[config.mk]
export PLATFORM = sky130hd
export DESIGN_NAME = uart_block_framer
export DESIGN_NICKNAME = d
export VERILOG_FILES = /design/src/rtl/uart_block_framer.sv
export SDC_FILE = /design/constraint.sdc
export NUM_CORES = 1
export LEC_CHECK = 0
export CAP_MARGIN = 20
export CORE_MARGIN = 5
export CORE_UTILIZATION = 55
export CTS_CLUSTER_SIZE = 28
export DETAILED_ROUTE_END_ITERATION = 6
export PLACE_DENSITY = 0.89
export SETUP_SLACK_MARGIN = 0.15
export SYNTH_ARGS = -nofsm -noshare
export SYNTH_HDL_FRONTEND = slang
export SYNTH_SLANG_ARGS = --single-unit
[constraint.sdc]
create_clock -name clk -period 36.6 [get_ports clk]
set_input_delay 3.66 -clock clk [delete_from_list [all_inputs] [get_ports clk]]
set_output_delay 3.66 -clock clk [all_outputs]
set_load 0.03 [all_outputs]
[src/rtl/uart_block_framer.sv]
// Packs a UART byte stream into fixed-size plaintext blocks (byte 0 in the MSBs)
// and hands each block, with its valid-byte count, downstream over valid/ready.
`timescale 1ns/1ps
module uart_block_framer #(
  parameter int BLOCK_BYTES    = 64,
  parameter int TIMEOUT_CYCLES = 27000
) (
  input  logic                               clk,
  input  logic                               rst,
  input  logic [7:0]                         in_data,
  input  logic                               in_valid,
  output logic                               in_ready,
  input  logic                               flush,
  output logic [8*BLOCK_BYTES-1:0]           blk_data,
  output logic [$clog2(BLOCK_BYTES+1)-1:0]   blk_len,
  output logic                               blk_valid,
  input  logic                               blk_ready,
  output logic [15:0]                        drop_cnt
);

  localparam int CNT_W  = $clog2(BLOCK_BYTES + 1);
  localparam int IDLE_W = $clog2(TIMEOUT_CYCLES + 1);
  localparam int BUF_W  = 8 * BLOCK_BYTES;

  logic [BUF_W-1:0]  fill_buf;
  logic [CNT_W-1:0]  fill_cnt;
  logic              commit_pend;
  logic [IDLE_W-1:0] idle_cnt;
  logic              full;
  logic              accept;
  logic              commit;
  logic [BUF_W-1:0]  fill_next;

  function automatic logic [15:0] sat_inc16(input logic [15:0] v);
    return (v == 16'hFFFF) ? v : v + 16'd1;
  endfunction

  // Keeps the first n bytes (MSB side) and zeroes everything after them.
  function automatic logic [BUF_W-1:0] zero_tail(input logic [BUF_W-1:0] b,
                                                 input logic [CNT_W-1:0] n);
    return b & ~({BUF_W{1'b1}} >> (8 * n));
  endfunction

  always_comb begin
    full      = (fill_cnt == CNT_W'(BLOCK_BYTES));
    in_ready  = !full && !commit_pend;
    accept    = in_valid && in_ready;
    commit    = (full || commit_pend) && (!blk_valid || blk_ready);
    fill_next = (fill_buf & ~({8'hFF, {(BUF_W-8){1'b0}}} >> (8 * fill_cnt)))
              | ({in_data, {(BUF_W-8){1'b0}}} >> (8 * fill_cnt));
  end

  // Fill buffer data: no reset, stale bytes are masked off at commit.
  always_ff @(posedge clk) begin
    if (accept)
      fill_buf <= fill_next;
  end

  // Fill control: byte count, idle timeout and pending-commit flag.
  always_ff @(posedge clk) begin
    if (rst) begin
      fill_cnt    <= '0;
      commit_pend <= 1'b0;
      idle_cnt    <= '0;
    end else if (commit) begin
      fill_cnt    <= '0;
      commit_pend <= 1'b0;
      idle_cnt    <= '0;
    end else begin
      if (accept)
        fill_cnt <= fill_cnt + 1'b1;
      if (accept || fill_cnt == '0) begin
        idle_cnt <= '0;
      end else if (!commit_pend) begin
        if (idle_cnt == IDLE_W'(TIMEOUT_CYCLES - 1))
          commit_pend <= 1'b1;
        idle_cnt <= idle_cnt + 1'b1;
      end
      // A byte accepted alongside the flush counts toward the closed block.
      if (flush && (accept || fill_cnt != '0))
        commit_pend <= 1'b1;
    end
  end

  // Output register: a commit and a consume in one cycle keeps blk_valid high.
  always_ff @(posedge clk) begin
    if (rst) begin
      blk_valid <= 1'b0;
      blk_data  <= '0;
      blk_len   <= '0;
    end else if (commit) begin
      blk_valid <= 1'b1;
      blk_data  <= zero_tail(fill_buf, fill_cnt);
      blk_len   <= fill_cnt;
    end else if (blk_valid && blk_ready) begin
      blk_valid <= 1'b0;
    end
  end

  always_ff @(posedge clk) begin
    if (rst)
      drop_cnt <= '0;
    else if (in_valid && !in_ready)
      drop_cnt <= sat_inc16(drop_cnt);
  end

endmodule

==> results of run 1 <==
## per-stage QoR
step	hold slack [ns]	area (µm²)	worst slack (ns)	utilization
after global routing	0.485	50000	29.22	0.688
after CTS	0.462	50000	29.30	0.688
after floorplan	0.461	40100	4.98	-
final	0.466	50000	29.28	0.688
after global placement	0.436	46500	29.39	0.639
after detailed placement	0.448	46500	29.28	0.640
## cell usage in the layout, fill, tap and decap left out, types with 10 or more instances in the layout
cell type	instances
a211oi_4	10
a21oi_1	36
a22o_1	749
and2_1	15
buf_4	49
clkbuf_1	23
clkbuf_16	105
clkbuf_8	22
clkdlybuf4s50_1	549
clkinv_2	21
dfxtp_1	556
edfxtp_1	512
ha_1	10
nand2_1	176
nand3_1	52
nand4_1	12
nor2_1	55
nor2b_1	17
nor3_1	23
nor3_4	34
o21ai_0	78
o2bb2ai_1	204
or4_1	12
## worst max-delay path, stage by stage (launching register included)
cell and delay, ns:
dfxtp_1 0.77, inv_2 0.31, ha_1 0.30, nor4b_4 0.17, a21oi_4 0.63, clkdlybuf4s50_1 0.80
## where the power goes
group,internal [µW],switching (µW)
logic,56.3,150
registers,1340,42.8
clock network,622,478
## flip-flops by register name (all words and copies together) (netlist names)
register and count:
blk_data 512, fill_buf 512, drop_cnt 16, idle_cnt 15, blk_len 7, fill_cnt 7, blk_valid 1, commit_pend 1
## path summary, 6_finish.rpt
path               start       endpoint
min           blk_len[6]     blk_len[6]
max          fill_cnt[0]       in_ready
min reg2reg   blk_len[6]     blk_len[6]
max reg2reg  fill_cnt[0]  blk_data[122]
## cells by family (layout without fill, tap and decap cells)
family / Yosys count / after routing
XOR/XNOR: 17 / 17
adder cells (fa/ha/maj): 10 / 10
flip-flops: 1071 / 1071
buffers and inverters: 198 / 807
AO/OA/AOI/OAI: 1125 / 1125
multiplexers: 5 / 5
AND/OR/NAND/NOR: 461 / 461
other: 0 / 3
## area by class of cell
class                   instances  area (µm²)  share of cell area
clock buffers                 150        3020              0.0603
repair buffers                603        5940               0.119
diodes                          3        7.51            0.000150
well taps                     959        1200              0.0240
multi-input cells            1618       12800               0.255
flip-flops and latches       1071       26600               0.531
clock inverters                45         488             0.00975
inverters                       9        33.8            0.000675
## cells in the mapped netlist (3+ instances only)
cell type,count
ha_1,10
or2_2,5
a211oi_2,5
a21oi_1,37
nor4_4,5
and4_1,5
a32o_1,8
buf_4,6
nor2b_1,17
buf_6,3
o2bb2ai_1,204
clkbuf_1,120
buf_2,50
o31ai_1,7
a22o_1,749
inv_1,7
nor2_1,56
and3_1,5
a31oi_1,3
nor3_1,23
a211oi_4,10
edfxtp_1,512
xor2_1,8
o21a_1,6
xnor2_1,9
nor3_2,5
dfxtp_1,559
o21ai_0,78
nor4_1,5
nand3_1,53
or4_1,12
or3_1,5
buf_1,10
and2_1,15
nand2_1,176
nor3_4,34
a2111oi_4,4
nand2b_1,8
nand4_1,12
## routing by layer
layer | up-vias | part of all wire | global-route usage
met1 | 15000 | 0.35 | 0.422
li1 | 12600 | - | -
met2 | 2592 | 0.46 | 0.523
met3 | 528 | 0.12 | 0.0911
met4 | 0 | 0.069 | 0.188
met5 | - | 0 | 0
==> results.ini, run 1 <==
[detailed_routing]
antenna_left = 0
drt_wl_total_um = 138000
vias = 30700
initialDrtViolationCount = 4711
viasPerCell = 6.89
drtPass1Iterations = 6
route.detailed.drc = 0
wl_per_cell_um = 30.9

[yosys]
synth_edf_count = 512
synth_xor_area_frac = 0.00371
ys_seq_area_frac = 0.662
synth.area.mux_share = 0.00143
synth-compound-area-share = 0.240
synth_top_flop_cell = dfxtp_1
yosysTopAreaCell = edfxtp_1
synth_adder_area_share = 0.00312
syn_area_um2 = 40100
synth_fp_nets = 2910
synth_cells = 2887
synth-simple-area-share = 0.0688
synthTopCellsByArea = edfxtp_1 38%, dfxtp_1 28%, a22o_1 16%, o2bb2ai_1 4.5%, nand2_1 1.6%
synth_top_area_frac = 0.383
ys_ff_latch = 1071
synth.distinct_cells = 68
synth_top_family_by_area = compound AO/OA/AOI/OAI gates
async_flop_share = 0
syn_avg_cell_area_um2 = 13.9
synth_warnings = 0

[sta]
tns_ns = 0
setup_viol = 0
skew_ns = 0.0338
timing.final.hold_violations = 0
finalWorstPathRequiredPeriod_ns = 7.32
rsz0062_at_grt = false
slew_headroom = 0.137
fmax_ghz = 0.137
finalCritPeriodShare = 0.200
finalMaxSlewViolations = 0
worst_pin_slew_ns = 1.29

[critical_path]
worst-setup-path-type = flip-flop to primary output
critPathLaunchType = flip-flop
cp.required_ns = 32.94
worstPathMaxFanout = 18
worstPathArrival_ns = 3.66
ff2ff_path_depth = 8
reg2reg_slack_ns = 31.66
crit_path_end_kind = primary output

[final_layout]
final_nets = 3429
nFillCells = 4552
drive_gt1_frac = 0.0901
area_growth_syn_to_layout_pct = 24.7
finalNonFillerCells = 4458

[placement]
numPortBuffers = 549
gp_congestion = 0.908
dp_cells = 4258
place_hpwl_um = 89800

[global_routing]
antenna_found_initial = 2
overflow = 0
grt_max_degree = 225
grt_pass1_vias = 29500
grt_pass1_wl_um = 198000
grt_usage = 0.334

[floorplan]
die_w_um = 280
io_pins = 550
die_h_um = 280
rows = 99
die_area_um2 = 78500
coreArea_um2 = 72700
start_util = 0.552

[clocking]
path_clk_slew_ns = 0.06
cts_max_level = 3
cts.repair.resized = 0
clock-sinks = 1071
hold_buffers = 0
cts_tree = built
numCtsBuffers = 103
root_buffer = clkbuf_16
clock_path_buffers = 3
clk-insertion-delay-late_ns = 0.69
post_cts_buffers = 0

[min_path]
holdCritPathClass = flip-flop to flip-flop
whs_path_depth = 1

[job]
maxCapViolCount = 0

[power]
p_leak_uw = 0.0182
power_density_nw_per_um2 = 53.8
ir_drop_uv = 43.3
power_uw = 2690

[run_status]
outcome = completed

Note: power is estimated with default switching activity, not from simulation.
==> inputs of run 2 (changes only) <==
- CORE_UTILIZATION: 55 -> 49
- PLACE_DENSITY: 0.89 -> 0.84
- clock period: 36.6 -> 6.34 ns (I/O delays scaled with it)
==> run 2 against run 1 <==
Compared with the run above:
- combinational power rose to 5.7 times the previous value
- via count shrank 2.6%
- first-iteration DRC count fell by 19%
- power grew to 5.8 times the previous value
- critical path type unchanged
- largest cell class unchanged
==> results.ini, run 2 (synthesized netlist as in run 1, its figures left out) <==
[clocking]
root_buffer = clkbuf_16  ; unchanged
path_clk_slew_ns = 0.06  ; about the same
cts.repair.resized = 0  ; unchanged
clock-sinks = 1071  ; unchanged
clock_path_buffers = 3  ; unchanged
post_cts_buffers = 0  ; unchanged
numCtsBuffers = 102  ; was 103
clk-insertion-delay-late_ns = 0.70  ; was 0.69 ns
cts_tree = built  ; unchanged
hold_buffers = 0  ; unchanged
cts_max_level = 3  ; unchanged

[power]
p_switching_uw = 3830  ; was 671 µW
ir_drop_uv = 263  ; was 43.3 µV
power_uw = 15600  ; was 2690 µW
p_leak_uw = 0.0182  ; about the same
swShare = 0.246  ; was 0.249
power_density_nw_per_um2 = 310  ; was 53.8 nW/µm²
p_int_uw = 11700  ; was 2020 µW
p_clk_frac = 0.411  ; was 0.409
power_frac_comb = 0.075  ; was 0.076
seqPwrFrac = 0.514  ; was 0.515

[sta]
tns_ns = 0  ; unchanged
timing.final.hold_violations = 0  ; unchanged
worst_pin_slew_ns = 1.23  ; was 1.29 ns
holdWs_ns = 0.470  ; was 0.466 ns
finalMaxSlewViolations = 0  ; unchanged
finalCritPeriodShare = 0.672
finalWorstPathRequiredPeriod_ns = 4.26
slew_headroom = 0.183  ; was 0.137
skew_ns = 0.0321  ; was 0.0338 ns
fmax_ghz = 0.235
rsz0062_at_grt = false  ; unchanged
setup_viol = 0  ; unchanged

[placement]
gp_congestion = 0.895  ; was 0.908
dp_cells = 4356  ; was 4258
numPortBuffers = 549  ; unchanged
place_hpwl_um = 90900  ; was 89800 µm

[min_path]
hold_end = blk_len[4]  ; was blk_len[6]
whs_path_depth = 1  ; unchanged
hold_path_startpoint = blk_len[4]  ; was blk_len[6]
holdCritPathClass = flip-flop to flip-flop  ; unchanged

[critical_path]
worstPathMaxFanout = 31  ; was 18
crit_path_end_kind = primary output  ; unchanged
worst-setup-path-type = flip-flop to primary output  ; unchanged
rr_startpoint = fill_cnt[1]  ; was fill_cnt[0]
r2r_end = blk_data[342]  ; was blk_data[122]
worstPathArrival_ns = 3.63  ; was 3.66 ns
critPathLaunchType = flip-flop  ; unchanged
reg2reg_slack_ns = 2.49  ; was 31.66 ns
ff2ff_path_depth = 8  ; unchanged
cp.required_ns = 5.71  ; was 32.94 ns

[final_layout]
drive_gt1_frac = 0.0910  ; was 0.0901
finalNonFillerCells = 4554  ; was 4458
final_nets = 3417  ; was 3429
diodes = 0  ; was 3
final_cell_mix = 749 x a22o_1, 552 x dfxtp_1, 549 x clkdlybuf4s50_1, 512 x edfxtp_1, 204 x o2bb2ai_1  ; was 749 x a22o_1, 556 x dfxtp_1, 549 x clkdlybuf4s50_1, 512 x edfxtp_1, 204 x o2bb2ai_1
seqCellArea_um2 = 26600  ; about the same
multi_input_area_um2 = 12800  ; about the same
nFillCells = 5874  ; was 4552
final_common_cell = a22o_1  ; unchanged
area_growth_syn_to_layout_pct = 25.2  ; was 24.7%
reg_top3 = blk_data: 512 flops, fill_buf: 512 flops, drop_cnt: 16 flops  ; unchanged

[detailed_routing]
drt_wl_total_um = 135000  ; was 138000 µm
wl_per_cell_um = 29.7  ; was 30.9 µm
route.detailed.drc = 0  ; unchanged
drtPass1Iterations = 6  ; unchanged
vias = 29900  ; was 30700
antenna_left = 0  ; unchanged
initialDrtViolationCount = 3823  ; was 4711
viasPerCell = 6.58  ; was 6.89

[global_routing]
grt_usage = 0.292  ; was 0.334
overflow = 0  ; unchanged
grt_pass1_wl_um = 193000  ; was 198000 µm
grt_pass1_vias = 28800  ; was 29500
grt_max_degree = 200  ; was 225
antenna_found_initial = 2  ; unchanged

[job]
maxCapViolCount = 0  ; unchanged

[run_status]
outcome = completed  ; unchanged

[floorplan]
io_pins = 550  ; unchanged
die_area_um2 = 87700  ; was 78500 µm²
rows = 105  ; was 99
coreArea_um2 = 81600  ; was 72700 µm²
start_util = 0.492  ; was 0.552
die_w_um = 296  ; was 280 µm
die_h_um = 296  ; was 280 µm

==> run 2: cell count changes in the layout (fill, tap and decap cells not counted), sizes merged <==
| cell | change |
|---|---|
| bufinv | +6 |
| clkbuf | -22 |
| clkinv | +10 |
| clkinvlp | +5 |
| diode | -3 |
| buf | -11 |
==> run 2: worst max-delay path, cell delays in order (launching register included) <==
cell and delay [ns]:
dfxtp_2 0.69, inv_1 0.27, ha_4 0.33, nor4b_4 0.20, a21oi_4 0.17, buf_4 0.40, clkdlybuf4s50_1 0.86
==> run 2: power groups by stage <==
stage          logic (µW)  registers [µW]  clock network, µW
2_1_floorplan         755            8140                  0
3_3_place_gp         1080            8110                  0
3_5_place_dp         1130            8120                  0
4_1_cts              1140            7990               6420
5_1_grt              1210            8020               6730
6_report             1170            8000               6400
==> run 2: through the flow <==
step                utilization  cell area, µm²  setup slack (ns)
finish                    0.616           50200              2.08
global route              0.616           50200              2.00
CTS                       0.615           50200              2.09
detailed placement        0.572           46600              2.54
global placement          0.571           46600              2.62
floorplan                     -           40200             -3.78
==> run 2: worst max-delay path by stage <==
| stage | endpoint | startpoint | slack, ns |
|---|---|---|---|
| floorplan | commit_pend | fill_cnt[1] | -3.78 |
| CTS | in_ready | fill_cnt[1] | 2.09 |
| detailed placement | blk_data[341] | rst | 2.54 |
| finish | in_ready | fill_cnt[1] | 2.08 |
| global route | in_ready | fill_cnt[1] | 2.00 |
| global placement | blk_data[343] | rst | 2.62 |
==> run 2: final cells by class <==
cell class                 count  share of cell area
sequential                  1071               0.529
multi-input combinational   1618               0.255
timing repair buffer         592               0.118
clock buffer                 128              0.0554
tap                         1070              0.0267
clock inverter                66              0.0150
inverter                       9            0.000722
==> run 2: metal layers <==
metal,wire [µm],global-route usage,up-vias
met1,50400,0.376,14700
li1,-,-,12600
met5,29,0,-
met3,14100,0.0676,436
met2,61700,0.457,2166
met4,9040,0.170,4
